[src/rtl/sevenseg_scan_ctrl.sv]
// sevenseg_scan_ctrl: multiplexes one shared hex decoder across NUM_DIGITS common-anode digits,
// double-buffering the displayed value so digits only change at frame boundaries.
module sevenseg_scan_ctrl #(
    parameter int NUM_DIGITS   = 4,
    parameter int REFRESH_DIV  = 50000,
    parameter int BLANK_CYCLES = 2
) (
    input  logic                    clk,
    input  logic                    reset_n,
    input  logic                    enable,
    input  logic                    lz_suppress,
    input  logic                    load_valid,
    input  logic [4*NUM_DIGITS-1:0] load_data,
    output logic                    load_ready,
    output logic [3:0]              nibble_out,
    input  logic [6:0]              seg_in,
    output logic [6:0]              seg_out,
    output logic [NUM_DIGITS-1:0]   an_out,
    output logic                    frame_done
);
    localparam int IW = $clog2(NUM_DIGITS);
    localparam int CW = $clog2(REFRESH_DIV);
    localparam logic [IW-1:0] LAST_IDX  = IW'(NUM_DIGITS - 1);
    localparam logic [CW-1:0] BLANK_END = CW'(BLANK_CYCLES - 1);
    localparam logic [CW-1:0] DWELL_END = CW'(REFRESH_DIV - 1);

    typedef enum logic [1:0] {IDLE, BLANK, ON} state_t;

    state_t                  r_state, w_state_nx;
    logic [IW-1:0]           r_idx, w_idx_nx;
    logic [CW-1:0]           r_cnt, w_cnt_nx;
    logic                    w_enter;
    logic [4*NUM_DIGITS-1:0] r_disp, r_pend, w_disp_nx;
    logic                    r_pend_full, r_supp, w_supp_nx, w_xfer, w_accept, w_lit;
    logic [3:0]              r_nibble;
    logic [NUM_DIGITS-1:0]   w_zero_from;

    // One counter spans the whole dwell: BLANK covers 0..BLANK_END, ON runs on to DWELL_END.
    always_comb begin
        w_state_nx = r_state;
        w_idx_nx   = r_idx;
        w_cnt_nx   = r_cnt + 1'b1;
        w_enter    = 1'b0;
        if (!enable) begin
            w_state_nx = IDLE;
            w_idx_nx   = '0;
            w_cnt_nx   = '0;
        end else if (r_state == IDLE) begin
            w_state_nx = BLANK;
            w_idx_nx   = '0;
            w_cnt_nx   = '0;
            w_enter    = 1'b1;
        end else if (r_state == BLANK) begin
            w_state_nx = (r_cnt == BLANK_END) ? ON : BLANK;
        end else if (r_cnt == DWELL_END) begin
            w_state_nx = BLANK;
            w_idx_nx   = (r_idx == LAST_IDX) ? '0 : r_idx + 1'b1;
            w_cnt_nx   = '0;
            w_enter    = 1'b1;
        end
    end

    always_ff @(posedge clk or negedge reset_n) begin
        if (!reset_n) begin
            r_state <= IDLE;
            r_idx   <= '0;
            r_cnt   <= '0;
        end else begin
            r_state <= w_state_nx;
            r_idx   <= w_idx_nx;
            r_cnt   <= w_cnt_nx;
        end
    end

    assign w_xfer    = w_enter && (w_idx_nx == '0) && r_pend_full;
    assign w_disp_nx = w_xfer ? r_pend : r_disp;
    assign w_accept  = load_valid && !r_pend_full;

    genvar g;
    for (g = 0; g < NUM_DIGITS; g++) begin : g_zero
        assign w_zero_from[g] = (w_disp_nx[4*NUM_DIGITS-1:4*g] == '0);
    end

    assign w_supp_nx = lz_suppress && (w_idx_nx != '0) && w_zero_from[w_idx_nx];

    // Nibble and suppression are latched on BLANK entry so the decoder settles while dark.
    always_ff @(posedge clk or negedge reset_n) begin
        if (!reset_n) begin
            r_disp      <= '0;
            r_pend      <= '0;
            r_pend_full <= 1'b0;
            r_nibble    <= '0;
            r_supp      <= 1'b0;
        end else begin
            r_disp <= w_disp_nx;
            if (w_enter) begin
                r_nibble <= w_disp_nx[4*w_idx_nx +: 4];
                r_supp   <= w_supp_nx;
            end
            if (w_accept) begin
                r_pend      <= load_data;
                r_pend_full <= 1'b1;
            end else if (w_xfer) begin
                r_pend_full <= 1'b0;
            end
        end
    end

    assign w_lit      = (r_state == ON) && !r_supp;
    assign an_out     = w_lit ? ~(NUM_DIGITS'(1) << r_idx) : '1;
    assign seg_out    = w_lit ? seg_in : '0;
    assign nibble_out = r_nibble;
    assign load_ready = !r_pend_full;
    assign frame_done = (r_state == ON) && (r_idx == LAST_IDX) && (r_cnt == DWELL_END);
endmodule

[config.mk]
export PLATFORM = sky130hd
export DESIGN_NAME = sevenseg_scan_ctrl
export DESIGN_NICKNAME = d
export VERILOG_FILES = /design/src/rtl/sevenseg_scan_ctrl.sv
export SDC_FILE = /design/constraint.sdc
export NUM_CORES = 1
export LEC_CHECK = 0
export BUFFER_PORTS_ARGS = -buffer_cell sky130_fd_sc_hd__buf_4
export CORE_MARGIN = 5
export CORE_UTILIZATION = 35
export DETAILED_ROUTE_END_ITERATION = 6
export GPL_ROUTABILITY_DRIVEN = 0
export PLACE_DENSITY_LB_ADDON = 0.12
export REMOVE_ABC_BUFFERS = 1
export SLEW_MARGIN = 20
export SYNTH_ARGS = -nofsm -noshare
export SYNTH_HDL_FRONTEND = slang
export SYNTH_SLANG_ARGS = --single-unit
[constraint.sdc]
create_clock -name clk -period 6.25 [get_ports clk]
set_input_delay 1.25 -clock clk [delete_from_list [all_inputs] [get_ports clk]]
set_output_delay 1.25 -clock clk [all_outputs]
set_load 0.03 [all_outputs]
Word level (Yosys, flattened, before mapping)
Index checks and enable logic that the tools add are counted.
- word-level logic and storage cells: 63
- memories kept: 0
- memory bits (read-only): 0
- bits of input ports: 28
- memory bits (writable): 0
- latch bits: 0
- flip-flop bits (word level): 58
- bitwise logic cells: 1
- multipliers: 0
- reduce and logical (&&, ||, !) cells: 18
- shift operators: 2
- muxes and demuxes: 25
- order comparisons: 1
- divide/modulo/power cells: 0
- add/sub/neg operators: 2
- equal/unequal tests: 6
- operator list (kind ; count):
    16-bit 2-to-1 mux ; 5
    2-bit 2-to-1 mux ; 10
    16-bit by 1-bit adder with 16-bit output (second input constant) ; 1
    16-bit by 1-bit == test with 1-bit output (second input constant) ; 1
    16-bit == test (second input constant) ; 1
    16-bit logical NOT ; 1
    16-bit by 5-bit variable part select with 4-bit output ; 1
    12-bit logical NOT ; 1
    1-bit logical AND ; 8
    8-bit logical NOT ; 1
    1-bit 2-to-1 mux ; 7
    7-bit 2-to-1 mux ; 1
    2-bit == test (second input constant) ; 2
    2-bit logical NOT ; 2
    4-bit logical NOT ; 1
    4-bit 2-to-1 mux ; 1
    4-bit by 1-bit inequality test with 1-bit output (second input constant) ; 1
    4-bit inverter ; 1
    2-bit nonzero test ; 2
    1-bit by 2-bit left shift with 4-bit output (first input constant) ; 1
    2-bit by 3-bit < comparator with 1-bit output (second input constant) ; 1
    2-bit by 1-bit adder with 2-bit output (second input constant) ; 1
    1-bit binary-select mux with 2-bit select ; 1
    2-bit by 1-bit == test with 1-bit output (second input constant) ; 1
    1-bit logical NOT ; 2

Depth between registers and ports, before layout
- word-level depth: 14
- mapped depth: 9

Worst setup path after synthesis
Ideal clock, no wire load.
- kind: reg2out
- start point: register r_cnt[11]
- end point: output port frame_done
- path slack: 3329 ps
- data required time: 5000 ps
- buffers on the path: 0
- cell stages (with the launch flop): 4
- data arrival time: 1671 ps
- path through: dfrtp_1 or4_4 nor4_2 and3b_1
- longest elaborated chain between the ends: 2
- RTL lines (what ; line ; text):
    start: declaration ; 31 ; logic [CW-1:0] r_cnt, w_cnt_nx;
    start signal: assignment ; 71 ; r_cnt <= w_cnt_nx;
    16-bit == test ; 114 ; assign frame_done = (r_state == ON) && (r_idx == LAST_IDX) && (r_cnt == DWELL_END);
    1-bit logical AND ; 114 ;
    end: declaration ; 19 ; output logic frame_done
Every way passes these cells.

Worst setup path in the final report
Ends and elaborated chain as after synthesis.

==> impl_results.md <==
- Port bufs: 44
- Die X: 100 um
- Syn_area_per_cell: 11.4 um^2
- Core area: 8090 um^2
- Comb power frac: 22.8%
- Clock transition at path regs: 60 ps
- Crit-path slowest cell: or4_4
- Multiplexer area fraction after synthesis: 15.4%
- Vias per inst: 5.00
- # rows: 33
- Mapped Cells: 251
- Clock Tree Buf Depth: 2
- Final setup viols: 0
- Max-slew violations: 0
- Sequential fraction of the synthesis area: 50.8%
- Cts repair resizes: 0
- Post-synthesis xor/xnor area fraction: 3.98%
- Gr ovfl total: 0
- WP data required: 5000 ps
- Power per cell area: 334 nW/um^2
- Seq cells post-synth: 58
- RSZ-0062 raised after global routing: false
- Worst-Skew Late Latency: 330 ps
- Worst hold margin: 496 ps
- CP Max Fanout: 5
- Worst-margin pin slew: 737 ps
- Final min period: 3310 ps
- Setup CP Type: reg2out
- Skew final: 8.20 ps
- Ports: 45
- Hold Vio Cnt, Final: 0
- Switch Pwr: 331 uW
- Period utilization: 52.9%
- Top-area cell type share of the netlist area: 50.8%
- Total negative slack: 0 ps
- # H-tree levels: 3
- Crit start category: register
- CTS tree: yes
- Clock sinks: 58
- Drt pass-1 iters: 4
- Adder-Cell Fraction of Synth Area: 2.63%
- Layout cells sized above 1: 33.3%
- First-pass GRT wire length: 10400 um
- Peak Freq: 302 MHz
- Vias: 2041
- Final WL: 6100 um
- Post-DP Area: 3290 um^2
- Number of diodes: 0
- Seq pwr share: 48.2%
- Compound-Gate Fraction of Synth Area: 7.61%
- Antenna-violating nets left: 0
- Arrival time of the worst setup path: 2060 ps
- Cts hold-fix bufs: 0
- Post-CTS Repair Setup Buffers: 0
- Pint: 830 uW
- Drt first-iter violations: 57
- Hold Crit Class: reg2reg
- Initial Utilization: 35.3%
- Largest stage delay, worst path: 570 ps
- Run status: finished clean
- Layout area overhead: 21.7%
- DRC: 0
- Post-synthesis simple-gate area fraction: 17.1%
- Number of CTS-inserted buffers: 9
- Largest net degree at the start of global routing: 59
- Post-DP HPWL: 4350 um
- Max-Cap Viols: 0
- Synth area leaders: dfrtp_1 (51%), mux2_2 (9.5%), mux2_4 (5.3%), nor2_1 (3.5%), ha_1 (2.6%)
- Worst IR Drop VDD: 0.000200 V
- Gr usage total: 13.4%
- Cell Area, Synth: 2860 um^2
- Fin area: 3480 um^2
- Final #Nets: 333
- Cell family with most CP delay: simple AND/OR/NAND/NOR gates
- Die area: 10100 um^2
- Initial antenna violation count: 0
- Sw Ratio: 28.5%
- Worst Setup End Kind: output pin
- Worst slew margin: 50.9%
- Fin util: 43.0%
- Wirelength per Cell: 15.0 um
- Leakage: 1.53 nW
- Worst-path cell chain: or4_4 -> nor4_2 -> and3b_1 -> buf_4
- Synth area leader: dfrtp_1
- Die Y: 100 um
- Clock power frac: 29.0%
- Number of global-route vias before repair: 2080
- Largest family of logic cells by synthesized area: simple AND/OR/NAND/NOR gates
- Critical path buffer and inverter count: 1
- Synth cell types: 44
- Clock Tree Root: clkbuf_8
- Yosys Warn Count: 0
[power groups by stage]
stage                     clock network (mW)  registers, mW  logic (mW)
after detailed placement                   0          0.567       0.268
final                                  0.337          0.559       0.265
after CTS                              0.347          0.561       0.269
after global placement                     0          0.566       0.262
after floorplan                            0          0.559       0.177
after global routing                   0.368          0.574       0.290
[Yosys cell counts (all sizes together)]
cell / count
dfrtp: 58
mux2: 34
nor2: 27
nand2: 13
and2: 9
nand3: 8
xor2: 8
a21oi: 7
nor4: 7
a31oi: 6
and3: 6
ha: 6
inv: 6
o21ai: 6
clkbuf: 5
nor2b: 5
xnor2: 5
buf: 4
nor3: 3
o211ai: 3
or4: 3
a211o: 2
a32oi: 2
mux2i: 2
nand3b: 2
nand4: 2
o21a: 2
or3: 2
a22oi: 1
a31o: 1
and3b: 1
nand2b: 1
nor3b: 1
o22a: 1
or2: 1
or4b: 1
[cell usage in the layout, fill, tap and decap left out, drive strengths merged]
master and count:
dfrtp 58, buf 46, mux2 34, nor2 27, nand2 13, clkbuf 13, and2 9, nand3 8
xor2 8, nor4 7, a21oi 7, and3 6, a31oi 6, ha 6, inv 6, o21ai 6
nor2b 5, xnor2 5, nor3 3, or4 3, o211ai 3, nand4 2, or3 2, nand3b 2
o21a 2, a32oi 2, a211o 2, mux2i 2, nor3b 1, or4b 1, or2 1, nand2b 1
and3b 1, a22oi 1, a31o 1, o22a 1, bufinv 1, clkinvlp 1
[final timing paths]
| kind | depth (start not counted) | to | slack, ps | from |
|---|---|---|---|---|
| worst max register to register | 8 | nibble_out[3] | 3430 | r_cnt[11] |
| worst min-delay path | 1 | r_cnt[0] | 500 | r_cnt[0] |
| max in group asynchronous | 1 | r_idx[0] | 4780 | reset_n |
| worst min register to register | 1 | r_cnt[0] | 500 | r_cnt[0] |
| min in group asynchronous | 1 | r_cnt[3] | 970 | reset_n |
| worst max-delay path | 4 | frame_done | 2940 | r_cnt[11] |
[state kept, by name, indices dropped and copies added (netlist names)]
register	cells
r_pend	16
r_cnt	16
r_idx	2
r_disp	16
nibble_out	4
r_supp	1
r_pend_full	1
r_state	2
[final cells by class]
class	instances	area, um^2
clock buffers	13	149
clock inverters	2	37.5
fillers	834	4610
inverters	6	22.5
multi-input cells	178	1340
flip-flops and latches	58	1450
well taps	105	131
repair buffers	46	345
[stage by stage]
step	setup slack, ps	power (mW)	instances
2_1_floorplan	3240	0.735	242
3_5_place_dp	3280	0.835	393
6_report	2940	1.16	408
4_1_cts	2930	1.18	408
5_1_grt	2830	1.23	408
3_3_place_gp	3300	0.828	393
[kinds of logic after synthesis]
group / count (synthesis)
XOR/XNOR: 13
AO/OA/AOI/OAI: 31
AND/OR/NAND/NOR: 92
multiplexers: 36
flip-flops: 58
adder cells (fa/ha/maj): 6
buffers and inverters: 15
[routing by layer]
metal | global-route usage [%] | vias up | wire [um]
met5 | 0 | - | 0
met4 | 5.28 | 0 | 93
met3 | 5.00 | 8 | 317
met2 | 20.9 | 48 | 2950
met1 | 16.7 | 998 | 2740
li1 | - | 987 | -
(Power assumes the default switching activity.)
